==> src/rtl/pc_next.sv <==
// pc_next: program-counter sequencer for the instruction-fetch stage.
//
// Presents a fetch address (pc) under a valid/ready handshake and chooses the
// next address from sequential pc+4, a jump target or a taken-branch target.
// A redirect that arrives while fetch is stalled is parked in a one-entry
// pending register and applied on the next accepted fetch.
//
// Build option: define PC_NEXT_DELAY_SLOT_EN to enable a single branch delay
// slot (DELAY state). Without it the DELAY state and its logic are absent.
//
// Handshake: fire = pc_valid & pc_ready. pc is offered whenever pc_valid is
// high; pc_valid never depends on pc_ready, and pc only changes on a fire.
//
// dbg_state / dbg_pending_vld expose the FSM state and the pending-target
// flag for observation; they carry no functional meaning for consumers.

module pc_next #(
    parameter logic [31:0] RESET_PC = 32'h0000_0000
) (
    input  logic        clk,
    input  logic        rst,
    output logic [31:0] pc,
    output logic [31:0] pc4,
    output logic        pc_valid,
    input  logic        pc_ready,
    input  logic [31:0] br_pc4,
    input  logic [31:0] imm,
    input  logic [25:0] jTarget,
    input  logic        branch,
    input  logic        zero,
    input  logic        jump,
    output logic        flush,
    output logic [1:0]  dbg_state,
    output logic        dbg_pending_vld
);

    typedef enum logic [1:0] {
        ST_BOOT  = 2'b00,
        ST_RUN   = 2'b01
`ifdef PC_NEXT_DELAY_SLOT_EN
        ,
        ST_DELAY = 2'b10
`endif
    } state_t;

    state_t      state_q, state_d;
    logic [31:0] pc_q, pc_d;
    logic        flush_q, flush_d;
    logic        pend_vld_q, pend_vld_d;
    logic [31:0] pend_tgt_q, pend_tgt_d;

    logic        fire;
    logic        redirect;
    logic [31:0] jump_tgt;
    logic [31:0] br_tgt;
    logic [31:0] redir_tgt;

    // Handshake, redirect decode and candidate targets (jump beats branch).
    always_comb begin
        pc_valid  = (state_q != ST_BOOT);
        fire      = pc_valid & pc_ready;
        redirect  = jump | (branch & zero);
        jump_tgt  = {br_pc4[31:28], jTarget, 2'b00};
        br_tgt    = br_pc4 + (imm << 2);
        redir_tgt = jump ? jump_tgt : br_tgt;
        pc4       = pc_q + 32'd4;
    end

    // Next-state logic: state transitions, next pc, flush and pending target.
    always_comb begin
        state_d    = state_q;
        pc_d       = pc_q;
        flush_d    = 1'b0;
        pend_vld_d = pend_vld_q;
        pend_tgt_d = pend_tgt_q;

        case (state_q)
            ST_BOOT: begin
                // Redirect inputs are ignored; fetch starts on the next edge.
                state_d = ST_RUN;
            end

            ST_RUN: begin
`ifdef PC_NEXT_DELAY_SLOT_EN
                // Capture the latest redirect; the accepting fetch steps into
                // the delay slot and the target is taken one fire later.
                if (redirect) begin
                    pend_tgt_d = redir_tgt;
                    pend_vld_d = 1'b1;
                end
                if (fire) begin
                    pc_d = pc4;
                    if (redirect || pend_vld_q) begin
                        state_d = ST_DELAY;
                    end
                end
`else
                if (redirect) begin
                    if (fire) begin
                        // A fresh redirect supersedes any older parked target.
                        pc_d       = redir_tgt;
                        flush_d    = 1'b1;
                        pend_vld_d = 1'b0;
                    end else begin
                        // Stalled: park it, latest redirect wins.
                        pend_tgt_d = redir_tgt;
                        pend_vld_d = 1'b1;
                    end
                end else if (fire) begin
                    if (pend_vld_q) begin
                        pc_d       = pend_tgt_q;
                        flush_d    = 1'b1;
                        pend_vld_d = 1'b0;
                    end else begin
                        pc_d = pc4;
                    end
                end
`endif
            end

`ifdef PC_NEXT_DELAY_SLOT_EN
            ST_DELAY: begin
                // Redirects are ignored while the delay slot is outstanding.
                if (fire) begin
                    pc_d       = pend_tgt_q;
                    flush_d    = 1'b1;
                    pend_vld_d = 1'b0;
                    state_d    = ST_RUN;
                end
            end
`endif

            default: begin
                state_d = ST_BOOT;
            end
        endcase
    end

    // State registers with asynchronous active-high reset.
    always_ff @(posedge clk or posedge rst) begin
        if (rst) begin
            state_q    <= ST_BOOT;
            pc_q       <= RESET_PC;
            flush_q    <= 1'b0;
            pend_vld_q <= 1'b0;
            pend_tgt_q <= 32'h0000_0000;
        end else begin
            state_q    <= state_d;
            pc_q       <= pc_d;
            flush_q    <= flush_d;
            pend_vld_q <= pend_vld_d;
            pend_tgt_q <= pend_tgt_d;
        end
    end

    // Output mapping.
    always_comb begin
        pc              = pc_q;
        flush           = flush_q;
        dbg_state       = state_q;
        dbg_pending_vld = pend_vld_q;
    end

endmodule

==> config.mk <==
export PLATFORM = sky130hd
export DESIGN_NAME = pc_next
export DESIGN_NICKNAME = d
export VERILOG_FILES = /design/src/rtl/pc_next.sv
export SDC_FILE = /design/constraint.sdc
export NUM_CORES = 1
export LEC_CHECK = 0
export CAP_MARGIN = 10
export CORE_ASPECT_RATIO = 0.7
export CORE_MARGIN = 3
export CORE_UTILIZATION = 53
export DETAILED_ROUTE_END_ITERATION = 16
export GPL_ROUTABILITY_DRIVEN = 0
export GPL_TIMING_DRIVEN = 1
export PLACE_DENSITY_LB_ADDON = 0.05
export SYNTH_ARGS = -nofsm -noshare
export SYNTH_HDL_FRONTEND = slang
export SYNTH_SLANG_ARGS = --single-unit
==> constraint.sdc <==
create_clock -name clk -period 6.2 [get_ports clk]
set_input_delay 0.93 -clock clk [delete_from_list [all_inputs] [get_ports clk]]
set_output_delay 0.93 -clock clk [all_outputs]
set_load 0.02 [all_outputs]
; ---- Word-level counts from Yosys, hierarchy flattened
; Index checks and enable logic that the tools add are counted.
[classes]
add_sub_neg = 2
multipliers = 0
div_mod_pow = 0
n_lt_le_gt_ge = 0
eq_ne = 1
n_shift = 0
mux = 14
bitwise_logic = 4
reduce_logical = 6
[ops]
columns = cell, n
row1 = 2-to-1 mux 32 bit, 5
row2 = "adder 32 x 3 -> 32 bit, second input constant", 1
row3 = adder 32 bit, 1
row4 = 2-to-1 mux 1 bit, 8
row5 = case mux 2 bit (2 select lines), 1
row6 = AND reduction 2 bit, 2
row7 = nonzero test 2 bit, 2
row8 = AND reduction 3 bit, 1
row9 = bitwise AND 1 bit, 2
row10 = "== test 2 x 1 -> 1 bit, second input constant", 1
row11 = zero test 2 bit, 1
row12 = inverter 1 bit, 1
row13 = bitwise OR 1 bit, 1
[word_totals]
ff_bits = 68
latchBits = 0
ram_bits = 0
rom_bits = 0
in_bits = 96
output_inout_bits = 69
wordCells = 32
n_memories = 0

; ---- Longest topological paths before layout
[depth]
word_depth = 5
depth_mapped = 10
mapped_depth_nobuf = 10

; ---- Worst setup path after synthesis
; Ideal clock, no wire load.
[synth_timing]
kind = input-to-reg
from = input port br_pc4[2]
to = register pc_q[16] (netlist: pc[16])
setup_ns = 0.135
t_arrival_ns = 2.972
required_time_ns = 6.065
path_slack_ns = 3.094
cell_stages = 10
n_path_buf = 0
path_cell_list = ha_1 fa_1 a211oi_1 o21bai_1 a21boi_4 o21ai_2 a2111oi_2 a211oi_1 a211oi_2 o31ai_1
[synth_between]
elab_chain_len = 4
[synth_rtl]
columns = item, line_no
row1 = start: declaration, 26  ; input logic [31:0] br_pc4,
row2 = adder 32 bit, 64  ; br_tgt = br_pc4 + (imm << 2);
row3 = 2-to-1 mux 32 bit, 65  ; redir_tgt = jump ? jump_tgt : br_tgt;
row4 = 2-to-1 mux 32 bit, 99  ; if (fire) begin
row5 = 2-to-1 mux 32 bit, 98  ; if (redirect) begin
row6 = end signal: assignment, 149  ; pc_q <= pc_d;
row7 = end: declaration, 47  ; logic [31:0] pc_q, pc_d;
; No other way between the ends. The select of a mux whose other input is x is not followed.
; A chain may end at the register's enable or synchronous reset.

; ---- Worst setup path in the final report
[layout_timing]
from = register pc_q[3] (netlist: pc[3])
to = output port pc4[26]
[layout_between]
elab_chain_len = 1
[layout_rtl]
columns = item, line_no
row1 = adder 32 x 3 -> 32 bit, 66  ; pc4 = pc_q + 32'd4;
row2 = end: declaration, 23  ; output logic [31:0] pc4,
; No other way between the ends.

==> results.json <==
{
  "rr_startpoint": "pc[3]$_DFFE_PP0P_",
  "hold-worst-slack_ns": 0.469,
  "vias": 5726,
  "syn_nets": 807,
  "min_path_cells": 2,
  "criticalPathCategory": "flip-flop to output port",
  "synth_area_sq_mm": 0.00563,
  "finalCriticalPeriod_ns": 3.96,
  "area_delta_synth_final_pct": 34.2,
  "drt-met1-wl_um": 7670,
  "drt_pre_antenna_iters": 5,
  "synth-seq-cells": 67,
  "wl_met3_um": 1580,
  "ys_types": 68,
  "status": "complete, no violations",
  "cts_hold_buffers": 0,
  "cts_sinks": 67,
  "report.final.slew_viol_count": 0,
  "cpMostUsedCell": "nand4_1",
  "slew_headroom_pct": 15.9,
  "hp-start": "pend_tgt_q[0]$_DFFE_PP0P_",
  "yosysSeqAreaShare_pct": 29.8,
  "first_global_vias": 5441,
  "fp.dieH_um": 92.2,
  "via_per_inst": 6.03,
  "avgRoutedWirePerCell_um": 18.3,
  "leakagePower_nw": 3.18,
  "r2r_slack_ns": 3.63,
  "n_antenna_cell": 0,
  "ant_nets": 0,
  "dp_hpwl_um": 12900,
  "drtIter0Drc": 512,
  "min_path_type": "flip-flop to flip-flop",
  "worstSkewPairLatency_ns": 0.33,
  "syn_area_per_cell_sq_um": 8.28,
  "drive_above_1_share_pct": 7.06,
  "port_buffers": 161,
  "synth_cells": 680,
  "cap_violations": 0,
  "tns_ns": 0,
  "slowest_stage": "clkdlybuf4s50_1",
  "nets": 943,
  "core_region_area_sq_mm": 0.0100,
  "worstMarginPinSlew_ns": 1.26,
  "crit_fanout": 6,
  "critPathMaxStageDelay_ns": 0.62,
  "fin_skew_ns": 0.00942,
  "cts_tree": "done",
  "crit_chain": "ha_1, nand4_1, nor3_2, and3_1, nand4_1, xnor2_1, clkdlybuf4s50_1",
  "hold_end": "pend_tgt_q[0]$_DFFE_PP0P_",
  "rows": 30,
  "ys_top_cells_by_area": "dfrtp_1, nand2_1, ha_1, xnor2_1, o21ai_0",
  "r2r-end": "pc[26]$_DFFE_PP0P_",
  "worstRegToRegCells": 8,
  "async_reset_ff_share_pct": 100,
  "endpoint_kind": "output port",
  "clock.fmax_ghz": 0.252,
  "num_io_pins": 165,
  "power_density_mw_per_mm2": 259,
  "ys_warn_count": 0,
  "grt_setup_unrepaired": "false",
  "synth_edf_count": 0,
  "routed.top_layer": "met4",
  "grt_max_degree": 68,
  "hold_viol": 0,
  "drc": 0,
  "grt_pass1_wl_um": 27400,
  "p_total_mw": 1.96,
  "synth_top_area_share_pct": 29.8,
  "ir_drop_v": 0.000120,
  "postCtsSetupBuffers": 0,
  "wl_um": 17300,
  "die-area_sq_mm": 0.0119,
  "clock_path_buffers": 2,
  "met2_length_um": 7780,
  "post_cts_resized": 0,
  "grt_overflow_total": 0,
  "crit_path_start_kind": "flip-flop",
  "htree_num_levels": 3,
  "yosysTopAreaCell": "dfrtp_1",
  "path_clk_slew_ns": 0.05,
  "die_x_um": 129,
  "setup_viol": 0,
  "ys.flop_type": "dfrtp_1",
  "cts-root-buf": "clkbuf_16",
  "cp.arrival_ns": 3.03,
  "required_ns": 5.27,
  "track_usage_pct": 28.7,
  "cts_inserted_buffers": 9,
  "start_util_pct": 56.2,
  "antenna_found_initial": 0,
  "fin_crit_sh_pct": 63.9
}
## stage by stage
step	instance area (sq um)	std cells	worst slack, ns	util (%)
floorplan	5630	680	3.09	-
finish	7550	949	2.24	75.4
CTS	7550	949	2.28	75.4
detailed placement	7270	933	2.39	72.5
global placement	7270	933	2.45	72.5
global route	7550	949	2.02	75.4
## per-layer routing
metal,vias to the layer above,GRT usage [%]
li1,2740,-
met4,0,8.74
met1,2669,40.6
met2,292,44.1
met3,25,5.88
met5,-,0
## how the worst max path moves through the flow
| stage | cells past startpoint | start | end | slack (ns) |
|---|---|---|---|---|
| after CTS | 7 | pc[3]$_DFFE_PP0P_ | pc4[30] | 2.28 |
| after detailed placement | 11 | br_pc4[2] | pc[16]$_DFFE_PP0P_ | 2.39 |
| after floorplan | 10 | br_pc4[2] | pc[16]$_DFFE_PP0P_ | 3.09 |
| after global routing | 7 | pc[3]$_DFFE_PP0P_ | pc4[26] | 2.02 |
| after global placement | 11 | br_pc4[2] | pc[24]$_DFFE_PP0P_ | 2.45 |
| final | 7 | pc[3]$_DFFE_PP0P_ | pc4[26] | 2.24 |
## worst max-delay path, delay by kind of cell (launching register included)
family	cells	cell delay [ns]
simple gates	4	1.20
buf+inv	1	0.62
flops	1	0.43
fa+ha+maj	1	0.24
xor+xnor	1	0.20
## Yosys cell counts, types with 8 or more instances
library cell,count
a31oi_1,9
nor2_1,40
a21o_1,13
ha_1,30
nand2b_1,8
o211ai_1,13
xnor2_1,34
nor3_1,9
o21a_1,8
mux2i_1,25
and3_1,9
xor2_1,16
nand4_1,13
inv_1,13
nand2_1,104
a21oi_1,45
o31ai_1,8
o21ai_0,56
nand3_1,23
clkbuf_1,32
dfrtp_1,67
## area by class of cell
type                       count  area, sq um
multi-input combinational    558         3720
fill                         743         2470
sequential                    67         1680
timing repair buffer         167         1660
clock buffer                  14          274
tap                          128          160
inverter                      13         48.8
clock inverter                 2         10.0
## registers in the layout (all words and copies together) (netlist names)
name / cells
dbg_pending_vld: 1
pc: 32
dbg_state: 1
flush: 1
pend_tgt_q: 32
## cell families after synthesis
logic type	Yosys count	synth area share [%]
compound gates	212	25.7
other cells	2	0.133
simple gates	232	19.9
fa+ha+maj	31	7.02
flops	67	29.8
mux	31	5.65
buf+inv	55	4.05
xor+xnor	50	7.78
## report_power, final
group	leakage, nW	switching, mW	internal, mW
Clock	0.143	0.181	0.302
Combinational	2.23	0.450	0.398
Sequential	0.808	0.105	0.521
Total	3.18	0.736	1.22
## layout by cell type (no fill, tap or decap), types with 7 or more instances in the layout
master           instances
a211oi_1                 7
a21o_1                  13
a21oi_1                 45
a221oi_1                 7
a31oi_1                  9
and3_1                   9
clkbuf_16                9
clkdlybuf4s50_1        161
dfrtp_1                 66
ha_1                    30
inv_1                   12
mux2i_1                 25
nand2_1                104
nand2b_1                 8
nand3_1                 23
nand4_1                 13
nor2_1                  40
nor3_1                   9
o211ai_1                13
o21a_1                   8
o21ai_0                 56
o31ai_1                  8
xnor2_1                 34
xor2_1                  16
Power figures use the tool's default switching activity.
==> edit, RTL diff (config.mk and constraints unchanged) <==
Register the input `jTarget` before use, cleared by the reset. The logic sees it one clock later. The other inputs are not delayed to match.
--- a/src/rtl/pc_next.sv
+++ b/src/rtl/pc_next.sv
@@ -45,2 +45,12 @@
 
+    logic [25:0] jTarget_q;
+
+    always_ff @(posedge clk or posedge rst) begin
+        if (rst) begin
+            jTarget_q <= '0;
+        end else begin
+            jTarget_q <= jTarget;
+        end
+    end
+
     state_t      state_q, state_d;
@@ -62,3 +72,3 @@
         redirect  = jump | (branch & zero);
-        jump_tgt  = {br_pc4[31:28], jTarget, 2'b00};
+        jump_tgt  = {br_pc4[31:28], jTarget_q, 2'b00};
         br_tgt    = br_pc4 + (imm << 2);
Check against the original RTL: not equivalent (a bounded check fails within 4 cycles, from zero or initial values and one cycle with rst high).
==> edit against the original RTL <==
Final area increased by 10%; count of clock-buffer cells in the layout decreased by 3; synthesized area increased by 14%; setup slack got worse by 0.38 ns; fmax decreased by 8.7%; power increased by 13%; sequential cell count increased by 26; clock power increased by 9.7%; wire length increased by 18%; critical path depth unchanged; via count increased by 13%.
==> edit: results (changes against the original RTL) <==
- Vias in the first global route: 6072 (+12%)
- Fmax: 0.2304 GHz (-8.7%)
- Initial DRC count: 689 (+35%)
- Crit path max fanout: 8 (+2)
- Root Driver: clkbuf_16
- Most instantiated cells after synthesis: nand2_1 (103), dfrtp_1 (93), o21ai_0 (58)
- Initial antenna violation count: 0 (unchanged)
- Setup Buffers After CTS: 0 (unchanged)
- Static leakage: 3.512 nW (+10%)
- Setup WS pre-CTS: 1.990 ns (-0.4005 ns)
- Pint: 1.409 mW (+15%)
- Post-synthesis cell type count: 70 (+2.9%)
- Largest net degree at the start of global routing: 52 (-24%)
- Register area: 2327 um^2 (+39%)
- DRT Pass-1 Iters: 6 (+1)
- CTS Buf Count: 9 (unchanged)
- Nets: 1000 (+6.0%)
- Seq/Total Area, Yosys: 36.24% (+6.5 points)
- Largest cells by area after synthesis: dfrtp_1 (36%), nand2_1 (6.0%), ha_1 (5.8%)
- DP Area: 8051 um^2 (+11%)
- H-Tree Depth: 3 (unchanged)
- Vias after detailed routing: 6470 (+13%)
- Outcome: finished clean
- Input/output buffers: 161 (unchanged)
- Synthesis Warnings: 0 (unchanged)
- Hold WS: 0.4643 ns (-0.004387 ns)
- Met2 Usage GRT: 46.18% (+2.0 points)
- First-pass GRT wire length: 32.06 mm (+17%)
- Grt met3 use: 7.827% (+1.9 points)
- Routed Antenna Nets: 0 (unchanged)
- Filler instances: 847 (+14%)
- Min-Delay Path Class: reg2reg
- Layout cells sized above 1: 5.029% (-2.0 points)
- Post-synth top flop: dfrtp_1
- CTS clk-pin slew, worst paths: 0.06 ns
- Worst Max-Slew Pin Slew: 0.8756 ns (-0.3806 ns)
- Met1 usage: 43.89% (+3.3 points)
- Max IR drop VDD: 0.1837 mV (+53%)
- CTS resizes: 0 (unchanged)
- Total wire length: 20.51 mm (+18%)
- Worst R2R Setup Slack: 3.30 ns (-0.33 ns)
- Clk_lat worst skew: 0.34 ns
- Most frequent cell after synthesis: nand2_1
- Arrival time worst endpoint: 3.41 ns (+0.38 ns)
- Max clock buf depth: 2 (unchanged)
- Async set-reset flop share out of synthesis: 100.0% (unchanged)
- Synth Net Count: 862 (+6.8%)
- GRT Util Overall: 30.41% (+1.7 points)
- Ant diodes: 0 (unchanged)
- Final HPWL DP: 15.09 mm (+17%)
- Fin Clk Skew: 0.006999 ns (-0.002416 ns)
- Mapped Cells: 735 (+8.1%)
- DR WL/cell: 19.95 um (+9.3%)
edit: worst paths after layout:
| kind | startpoint | endpoint | depth (start not counted) |
|---|---|---|---|
| setup / recovery | pc[2] | pc4[30] | 7 |
| hold / removal | pend_tgt_q[1] | pend_tgt_q[1] | 2 |
| setup reg to reg | pc[2] | pc[26] | 9 |
| hold reg to reg | pend_tgt_q[1] | pend_tgt_q[1] | 2 |
| max in group asynchronous | rst | pc[20] | 3 |
| min in group asynchronous | rst | jTarget_q[6] | 2 |
edit: final cells by class:
class	count	area share (%)
multi-input combinational	580	45.50
sequential	93	27.97
timing repair buffer	170	20.12
clock buffer	11	2.797
tap	153	2.300
inverter	19	0.8720
clock inverter	2	0.4511
edit: kinds of logic (layout without fill, tap and decap cells):
family	Yosys count	after routing	synth area share, %
AOI/OAI and AO/OA	226	226	22.70
and+or+nand+nor	240	240	18.22
DFF	93	93	36.24
buffers and inverters	62	202	4.812
xor gates and xnor gates	51	51	6.955
adders and majority gates	31	31	6.156
other	2	2	0.1169
muxes	30	30	4.812
edit: worst max-delay path, stage by stage, from the launching register on:
cell and delay (ns):
dfrtp_1 0.51, ha_1 0.36, inv_1 0.12, nor4_4 0.56
and4bb_2 0.38, and3_1 0.18, xor2_1 0.29, clkdlybuf4s50_1 0.67
edit: power by group through the flow:
stage	clock, mW	combinational [mW]	sequential [mW]
2_1_floorplan	0	0.462	0.839
3_3_place_gp	0	0.845	0.805
3_5_place_dp	0	0.869	0.814
4_1_cts	0.533	0.873	0.803
5_1_grt	0.561	0.945	0.819
6_report	0.530	0.880	0.809
edit: routing by layer:
layer  up-vias  wire length [um]
met5         -                 0
met4         0               286
met1      3076              8632
met3        31              2379
li1       2941                 -
met2       422              9213
